--- config.mk ---
export PLATFORM = sky130hd
export DESIGN_NAME = sdr_read_capture
export DESIGN_NICKNAME = d
export VERILOG_FILES = /design/src/rtl/sdr_pkg.sv /design/src/rtl/sdr_rd_fifo.sv /design/src/rtl/sdr_read_capture.sv
export SDC_FILE = /design/constraint.sdc
export NUM_CORES = 1
export LEC_CHECK = 0
export CORE_UTILIZATION = 53
export DETAILED_ROUTE_END_ITERATION = 6
export PLACE_DENSITY = 0.76
export SYNTH_ARGS = -nofsm -noshare
export SYNTH_HDL_FRONTEND = slang
export SYNTH_SLANG_ARGS = --single-unit
export TNS_END_PERCENT = 1
--- constraint.sdc ---
create_clock -name CLK -period 2.9 [get_ports CLK]
set_input_delay 0.29 -clock CLK [delete_from_list [all_inputs] [get_ports CLK]]
set_output_delay 0.29 -clock CLK [all_outputs]
set_load 0.03 [all_outputs]
--- src/rtl/sdr_pkg.sv ---
// sdr_pkg: constants and helpers shared by the SDRAM read and write data paths.
`default_nettype none

package sdr_pkg;

   localparam int unsigned CL_MIN     = 2;
   localparam int unsigned CL_MAX     = 3;
   localparam int unsigned BL_1       = 1;
   localparam int unsigned BL_2       = 2;
   localparam int unsigned BL_4       = 4;
   localparam int unsigned BL_8       = 8;
   localparam int unsigned DW_DEFAULT = 16;

   function automatic int unsigned clog2(input int unsigned v);
      int unsigned r;
      r = 0;
      for (int unsigned i = 0; i < 31; i++) begin
         if ((32'd1 << i) < v) r = i + 1;
      end
      return r;
   endfunction

endpackage

`default_nettype wire

--- src/rtl/sdr_rd_fifo.sv ---
// sdr_rd_fifo: synchronous show-ahead FIFO holding captured read words for the host.
`default_nettype none

module sdr_rd_fifo
   import sdr_pkg::*;
#(
   parameter int unsigned DW    = DW_DEFAULT,
   parameter int unsigned DEPTH = 8
) (
   input  logic                   CLK,
   input  logic                   RESET_N,
   input  logic                   push_i,
   input  logic [DW-1:0]          push_data_i,
   input  logic                   pop_i,
   output logic [DW-1:0]          pop_data_o,
   output logic [clog2(DEPTH):0]  level_o,
   output logic                   full_o,
   output logic                   empty_o
);

   localparam int unsigned AW = clog2(DEPTH);

   logic [DW-1:0] mem_q [DEPTH];
   logic [AW-1:0] wr_ptr_q;
   logic [AW-1:0] rd_ptr_q;
   logic [AW:0]   level_q;
   logic          do_pop_w;
   logic          do_push_w;

   assign empty_o    = (level_q == '0);
   assign full_o     = (level_q == (AW+1)'(DEPTH));
   assign do_pop_w   = pop_i && !empty_o;
   // a pop in the same cycle frees the slot, so a push into a full FIFO still lands
   assign do_push_w  = push_i && (!full_o || do_pop_w);
   assign pop_data_o = empty_o ? '0 : mem_q[rd_ptr_q];
   assign level_o    = level_q;

   always_ff @(posedge CLK or negedge RESET_N) begin
      if (!RESET_N) begin
         wr_ptr_q <= '0;
         rd_ptr_q <= '0;
         level_q  <= '0;
      end else begin
         if (do_push_w) wr_ptr_q <= wr_ptr_q + 1'b1;
         if (do_pop_w)  rd_ptr_q <= rd_ptr_q + 1'b1;
         if (do_push_w && !do_pop_w)      level_q <= level_q + 1'b1;
         else if (do_pop_w && !do_push_w) level_q <= level_q - 1'b1;
      end
   end

   always_ff @(posedge CLK) begin
      if (do_push_w) mem_q[wr_ptr_q] <= push_data_i;
   end

endmodule

`default_nettype wire

--- src/rtl/sdr_read_capture.sv ---
// sdr_read_capture: expands READ commands into CL-delayed beat strobes, captures DQ
// on those edges and hands the words to the host through a show-ahead FIFO.
`default_nettype none

module sdr_read_capture
   import sdr_pkg::*;
#(
   parameter int unsigned CL    = 3,
   parameter int unsigned BL    = 4,
   parameter int unsigned DEPTH = 8,
   parameter int unsigned DW    = DW_DEFAULT
) (
   input  logic                   CLK,
   input  logic                   RESET_N,
   input  logic                   RD_CMD,
   input  logic [DW-1:0]          DQIN,
   input  logic                   RD_READY,
   output logic [DW-1:0]          RD_DATA,
   output logic                   RD_VALID,
   output logic [clog2(DEPTH):0]  LEVEL,
   output logic                   BUSY,
   output logic                   OVERFLOW
);

   localparam int unsigned CW = clog2(BL) + 1;

   logic [CW-1:0] beat_cnt_q;
   logic [CL-1:0] dline_q;
   logic [DW-1:0] cap_q;
   logic          cap_vld_q;
   logic          ovf_q;
   logic          expect_w;
   logic          full_w;
   logic          empty_w;

   // the command cycle carries beat 0 itself; the counter holds the beats still owed
   assign expect_w = RD_CMD || (beat_cnt_q != '0);

   always_ff @(posedge CLK or negedge RESET_N) begin
      if (!RESET_N) begin
         beat_cnt_q <= '0;
         dline_q    <= '0;
         cap_q      <= '0;
         cap_vld_q  <= 1'b0;
         ovf_q      <= 1'b0;
      end else begin
         if (RD_CMD)                  beat_cnt_q <= CW'(BL - 1);
         else if (beat_cnt_q != '0)   beat_cnt_q <= beat_cnt_q - 1'b1;
         dline_q   <= {dline_q[CL-2:0], expect_w};
         cap_vld_q <= dline_q[CL-1];
         if (dline_q[CL-1]) cap_q <= DQIN;
         // full implies non-empty, so RD_READY alone decides whether a slot opens
         if (cap_vld_q && full_w && !RD_READY) ovf_q <= 1'b1;
      end
   end

   sdr_rd_fifo #(
      .DW    (DW),
      .DEPTH (DEPTH)
   ) u_fifo (
      .CLK         (CLK),
      .RESET_N     (RESET_N),
      .push_i      (cap_vld_q),
      .push_data_i (cap_q),
      .pop_i       (RD_READY),
      .pop_data_o  (RD_DATA),
      .level_o     (LEVEL),
      .full_o      (full_w),
      .empty_o     (empty_w)
   );

   assign RD_VALID = !empty_w;
   assign BUSY     = (beat_cnt_q != '0) || (|dline_q) || cap_vld_q;
   assign OVERFLOW = ovf_q;

endmodule

`default_nettype wire

**Word-level counts from Yosys, hierarchy flattened**

Memory sizes are Yosys's and may differ from the RTL's.
Index checks and enable logic that the tools add are counted.

- Bits in registers: 34
- Bits in writable memories: 128
- Input port bits: 20
- Output and inout bits: 23
- Memories kept: 1

Memory list:

| memory | words | bits a word | read ports | clocked after Yosys merged registers in | write ports | line | RTL |
|---|---|---|---|---|---|---|---|
| u_fifo.mem_q | 8 | 16 | 1 | 0 | 1 | sdr_rd_fifo.sv:23 | `logic [DW-1:0] mem_q [DEPTH];` |

- Add/sub/neg operators: 5
- Eq/ne operators: 1
- Mux-type cells: 7
- Reductions and logical operators: 20

Operators with widths:

| kind | number |
|---|---|
| $mux 16 | 1 |
| $mux 4 | 2 |
| $add 3x1->3 const B | 2 |
| $logic_and 1x1->1 | 6 |
| $mux 3 | 2 |
| $logic_not 1->1 | 5 |
| $add 4x1->4 const B | 1 |
| $eq 4x4->1 const B | 1 |
| $logic_not 4->1 | 1 |
| $logic_or 1x1->1 | 4 |
| $reduce_bool 2->1 | 2 |
| $sub 4x1->4 const B | 1 |
| $reduce_bool 3->1 | 1 |
| $reduce_or 3->1 | 1 |
| $sub 3x1->3 const B | 1 |
| $mux 1 | 2 |

**Logic depth before layout (Yosys ltp)**

- Word-level depth: 9
- Mapped depth: 9
- Depth with buffers taken out: 9

**Cells and area by module**

A second synthesis with hierarchy kept.

- Cells, all modules: 314
- Area total of the unflattened synthesis: 6412.4 µm²

Modules (own cells, without submodules):

| module | times used | cells an instance | area an instance (µm²) |
|---|---|---|---|
| sdr_rd_fifo | 1 | 252 | 5435.2 |
| sdr_read_capture | 1 | 62 | 977.2 |

**Worst setup path after synthesis**

OpenSTA, ideal clock, no wires.

- Kind: register to register
- Start: reg u_fifo.level_q[0], in the netlist u_fifo.level_o[0]
- End: mem u_fifo.mem_q[0][0] in the netlist's numbering, enable pin
- Setup time: 430 ps
- Arrival time: 2544 ps
- Data required time: 2470 ps
- Path slack: -75 ps
- Cell stages (with the launch flop): 4
- Path buffers: 0
- Period minus slack after synthesis: 2975 ps
- Cell sequence: dfrtp_1 -> or3_1 -> o21ai_2 -> nor4_1

- Longest elaborated chain between the ends: 7
- Elaborated cells between the ends (all ways): 9
- Classes of those cells: 1 x eq/ne; 2 x mux; 6 x reduce/logical

Ends and longest elaborated chain:

| element | line | RTL |
|---|---|---|
| start: declaration | sdr_rd_fifo.sv:26 | `logic [AW:0] level_q;` |
| start signal: assignment | sdr_rd_fifo.sv:46 | `if (do_push_w && !do_pop_w) level_q <= level_q + 1'b1;` |
| start signal: assignment | sdr_rd_fifo.sv:47 | `else if (do_pop_w && !do_push_w) level_q <= level_q - 1'b1;` |
| $logic_not 4->1 | sdr_rd_fifo.sv:30 | `assign empty_o = (level_q == '0);` |
| $logic_not 1->1 | sdr_rd_fifo.sv:32 | `assign do_pop_w = pop_i && !empty_o;` |
| $logic_and 1x1->1 | sdr_rd_fifo.sv:32 |  |
| $logic_or 1x1->1 (*) | sdr_rd_fifo.sv:34 | `assign do_push_w = push_i && (!full_o \|\| do_pop_w);` |
| $logic_and 1x1->1 (*) | sdr_rd_fifo.sv:34 |  |
| $mux 1 (*) | sdr_rd_fifo.sv:52 | `if (do_push_w) mem_q[wr_ptr_q] <= push_data_i;` |
| $mux 1 (not written as such) (*) | sdr_rd_fifo.sv:52 |  |
| end: declaration | sdr_rd_fifo.sv:23 |  |

Mark *: on every way between the ends. The rest lies on a longest branch, timed or not.

**Worst setup path after layout**

- Start: reg u_fifo.level_q[0], in the netlist u_fifo.level_o[0]
- End: reg u_fifo.level_q[3], in the netlist u_fifo.level_o[3]

- Longest elaborated chain between the ends: 8
- Elaborated cells between the ends (all ways): 16
- Classes of those cells: 2 x add/sub; 1 x eq/ne; 2 x mux; 11 x reduce/logical

Ends and longest elaborated chain:

| element |
|---|
| parallel branches: the longest is 8 deep, another holds $sub 4x1->4 |

Several ways; the timed one is not identified. The select of a mux whose other input is x is not followed.
A chain may end at the register's enable or synchronous reset.

==> flow_summary.json <==
{
  "cts.sinks": 162,
  "antenna_found_initial": 0,
  "layout_common_cells": "128 x edfxtp_1, 33 x dfrtp_1, 32 x mux4_2, 25 x clkdlybuf4s50_1, 19 x mux2_2",
  "crit_type": "register to register",
  "holdBufCountCts": 0,
  "area_growth_pct": 21.00,
  "synth_top_cell_area_share": 0.6052,
  "r2r_slack_ps": 170,
  "ir_drop_v": 0.0007573,
  "avgViaCountPerCell": 5.812,
  "violations": "design-rule violations",
  "hp-class": "primary input to async pin",
  "synth_cell_types": 35,
  "ys_seq_elements": 162,
  "arrival_ps": 3020,
  "end_kind": "register",
  "gp_congestion": 0.7285,
  "final_util": 0.6645,
  "clock_skew_ps": 6.868,
  "drive_above_1_share": 0.2802,
  "outcome": "finished, violations left",
  "clkLatencyLatePin_ps": 420,
  "setup_violations": 0,
  "drtPass1Iterations": 6,
  "period_minus_slack_ps": 2732,
  "cts_buffer_depth": 2,
  "syn_area_um2": 6351,
  "rsz0062_at_grt": "no",
  "ys_warn_count": 0,
  "synth_nets": 340,
  "cts.htree.levels": 4,
  "wirelength_um": 11710,
  "dpl.hpwl_um": 6873,
  "r2r-end": "u_fifo.level_o[3]$_DFFE_PN0P_",
  "avgRoutedWirePerCell_um": 22.02,
  "fmax_mhz": 366.0,
  "die_area_um2": 12420,
  "design.portCount": 43,
  "drc_errors": 8,
  "cp_max_fo": 7,
  "multiInputGateArea_um2": 1573,
  "post-route-cell-area_um2": 7685,
  "fin_crit_sh": 0.9421,
  "tns_ps": 0,
  "dpl_cell_area_um2": 7076,
  "antennaDiodeCount": 0,
  "worst_pin_slew_ps": 890.5,
  "required_ps": 3190,
  "register_area_um2": 4696,
  "fillers": 781,
  "layout_commonest_cell": "edfxtp_1",
  "clkTransAtPathRegs_ps": 60,
  "grt_pass1_wl_um": 19000,
  "relSlewSlack": 0.4063,
  "post_cts_buffers": 0,
  "finalNonFillerCells": 532,
  "powerDensity_nw_per_um2": 1191,
  "ant_nets": 0,
  "setup.worst_path.start": "u_fifo.level_o[0]$_DFFE_PN0P_",
  "synthCells": 312,
  "grt_pass1_vias": 3430,
  "ys_seq_area_frac": 0.7392,
  "synth_largest_area_cell": "edfxtp_1",
  "grt_max_degree": 35,
  "placedCellCount": 500,
  "die_height_um": 111.5,
  "synthTopCellsByArea": "edfxtp_1 61%, dfrtp_1 13%, mux4_2 11%",
  "gr-total-overflow": 0,
  "maxCapViolCount": 0,
  "grt_use_total": 0.2136,
  "fp-row-count": 39,
  "avgSynthCellArea_um2": 20.36,
  "core-area_um2": 11560,
  "final-max-slew-violation-count": 0,
  "cts-root-buf": "clkbuf_16",
  "numCtsBuffers": 17,
  "cts_tree": "yes",
  "port_buffers": 42,
  "fin_hold_ws_ps": 0.5433,
  "dr.first_iter.drc_count": 294,
  "reg2reg_from": "u_fifo.level_o[0]$_DFFE_PN0P_",
  "nNetsFinal": 404,
  "via_count": 3092,
  "hold_viol": 0,
  "p_leak_uw": 0.002719,
  "start_kind": "register",
  "die_width_um": 111.5,
  "initial_utilization": 0.5492,
  "r2r_cells": 8
}
sequential cells by signal, indices dropped and copies added, names as in the netlist:
signal,flops
u_fifo.mem_q,128
cap_q,16
u_fifo.level_o,4
beat_cnt_q,3
dline_q,3
u_fifo.rd_ptr_q,3
u_fifo.wr_ptr_q,3
OVERFLOW,1
cap_vld_q,1
cell families (layout without fill, tap and decap cells):
family          after synthesis  in the layout  synth area share
flops                       162            162            0.7392
mux                          53             53            0.1503
simple gates                 35             35           0.02994
compound gates               27             27           0.03487
buf+inv                      20             97           0.01911
fa+ha+maj                     8              8           0.01694
xor+xnor                      7              7          0.009653
per-layer routing:
| layer | global-route usage | up-vias | routed length (um) |
|---|---|---|---|
| met5 | 0 | - | 0 |
| met4 | 0.07928 | 0 | 212 |
| met3 | 0.06315 | 17 | 675 |
| met2 | 0.3467 | 86 | 6026 |
| met1 | 0.2758 | 1599 | 4799 |
| li1 | - | 1390 | - |
cell type report:
type / instances / share of cell area
clock buffers: 20 / 0.05682
well taps: 143 / 0.02328
repair buffers: 61 / 0.07782
clock inverters: 12 / 0.02442
flip-flops and latches: 162 / 0.6110
inverters: 4 / 0.001954
multi-input cells: 130 / 0.2047
critical path: stages, from the launching register on:
cell and delay, ps:
dfrtp_1 470, or4_4 540, nand2_1 160, ha_2 240, inv_1 100, ha_1 360
or4_1 500, o211ai_1 120, o211ai_1 110
cells in the mapped netlist, drive strengths merged:
cell type,count
dfrtp,34
mux2i,2
edfxtp,128
nand2,5
xnor2,7
a21oi,2
nand3,3
nor3,5
buf,10
nand3b,1
a2111o,1
inv,4
clkbuf,6
nor2,7
nand2b,4
or4,2
fa,1
mux2,19
ha,7
a22o,16
a211o,1
or2b,1
mux4,32
nor2b,2
nor4,2
o21ai,2
a21o,1
o211ai,4
or3,2
and2,1
report_power, final:
part	switching (uW)	total, uW	internal (uW)
Clock	833	2350	1520
Combinational	1800	3290	1490
Sequential	308	3510	3210
worst max path at each step:
stage / to / slack (ps) / cells after the start
finish: u_fifo.level_o[3]$_DFFE_PN0P_ / 170 / 8
floorplan: u_fifo.level_o[3]$_DFFE_PN0P_ / 100 / 9
detailed placement: u_fifo.level_o[3]$_DFFE_PN0P_ / 120 / 10
global placement: u_fifo.level_o[3]$_DFFE_PN0P_ / 220 / 10
CTS: u_fifo.level_o[3]$_DFFE_PN0P_ / 110 / 8
global route: u_fifo.level_o[3]$_DFFE_PN0P_ / 6 / 8
stage by stage:
stage	power (uW)	worst slack, ps
2_1_floorplan	5725	103.5
3_3_place_gp	6911	224.4
3_5_place_dp	7011	122.7
4_1_cts	9251	109.6
5_1_grt	9588	5.705
6_report	9155	167.8
repair_timing:
item                       4_1_cts  5_1_grt
setup endpoints to repair       14        1
gates resized for setup         14        1
pin swaps                        0        0
(Power assumes the default switching activity.)
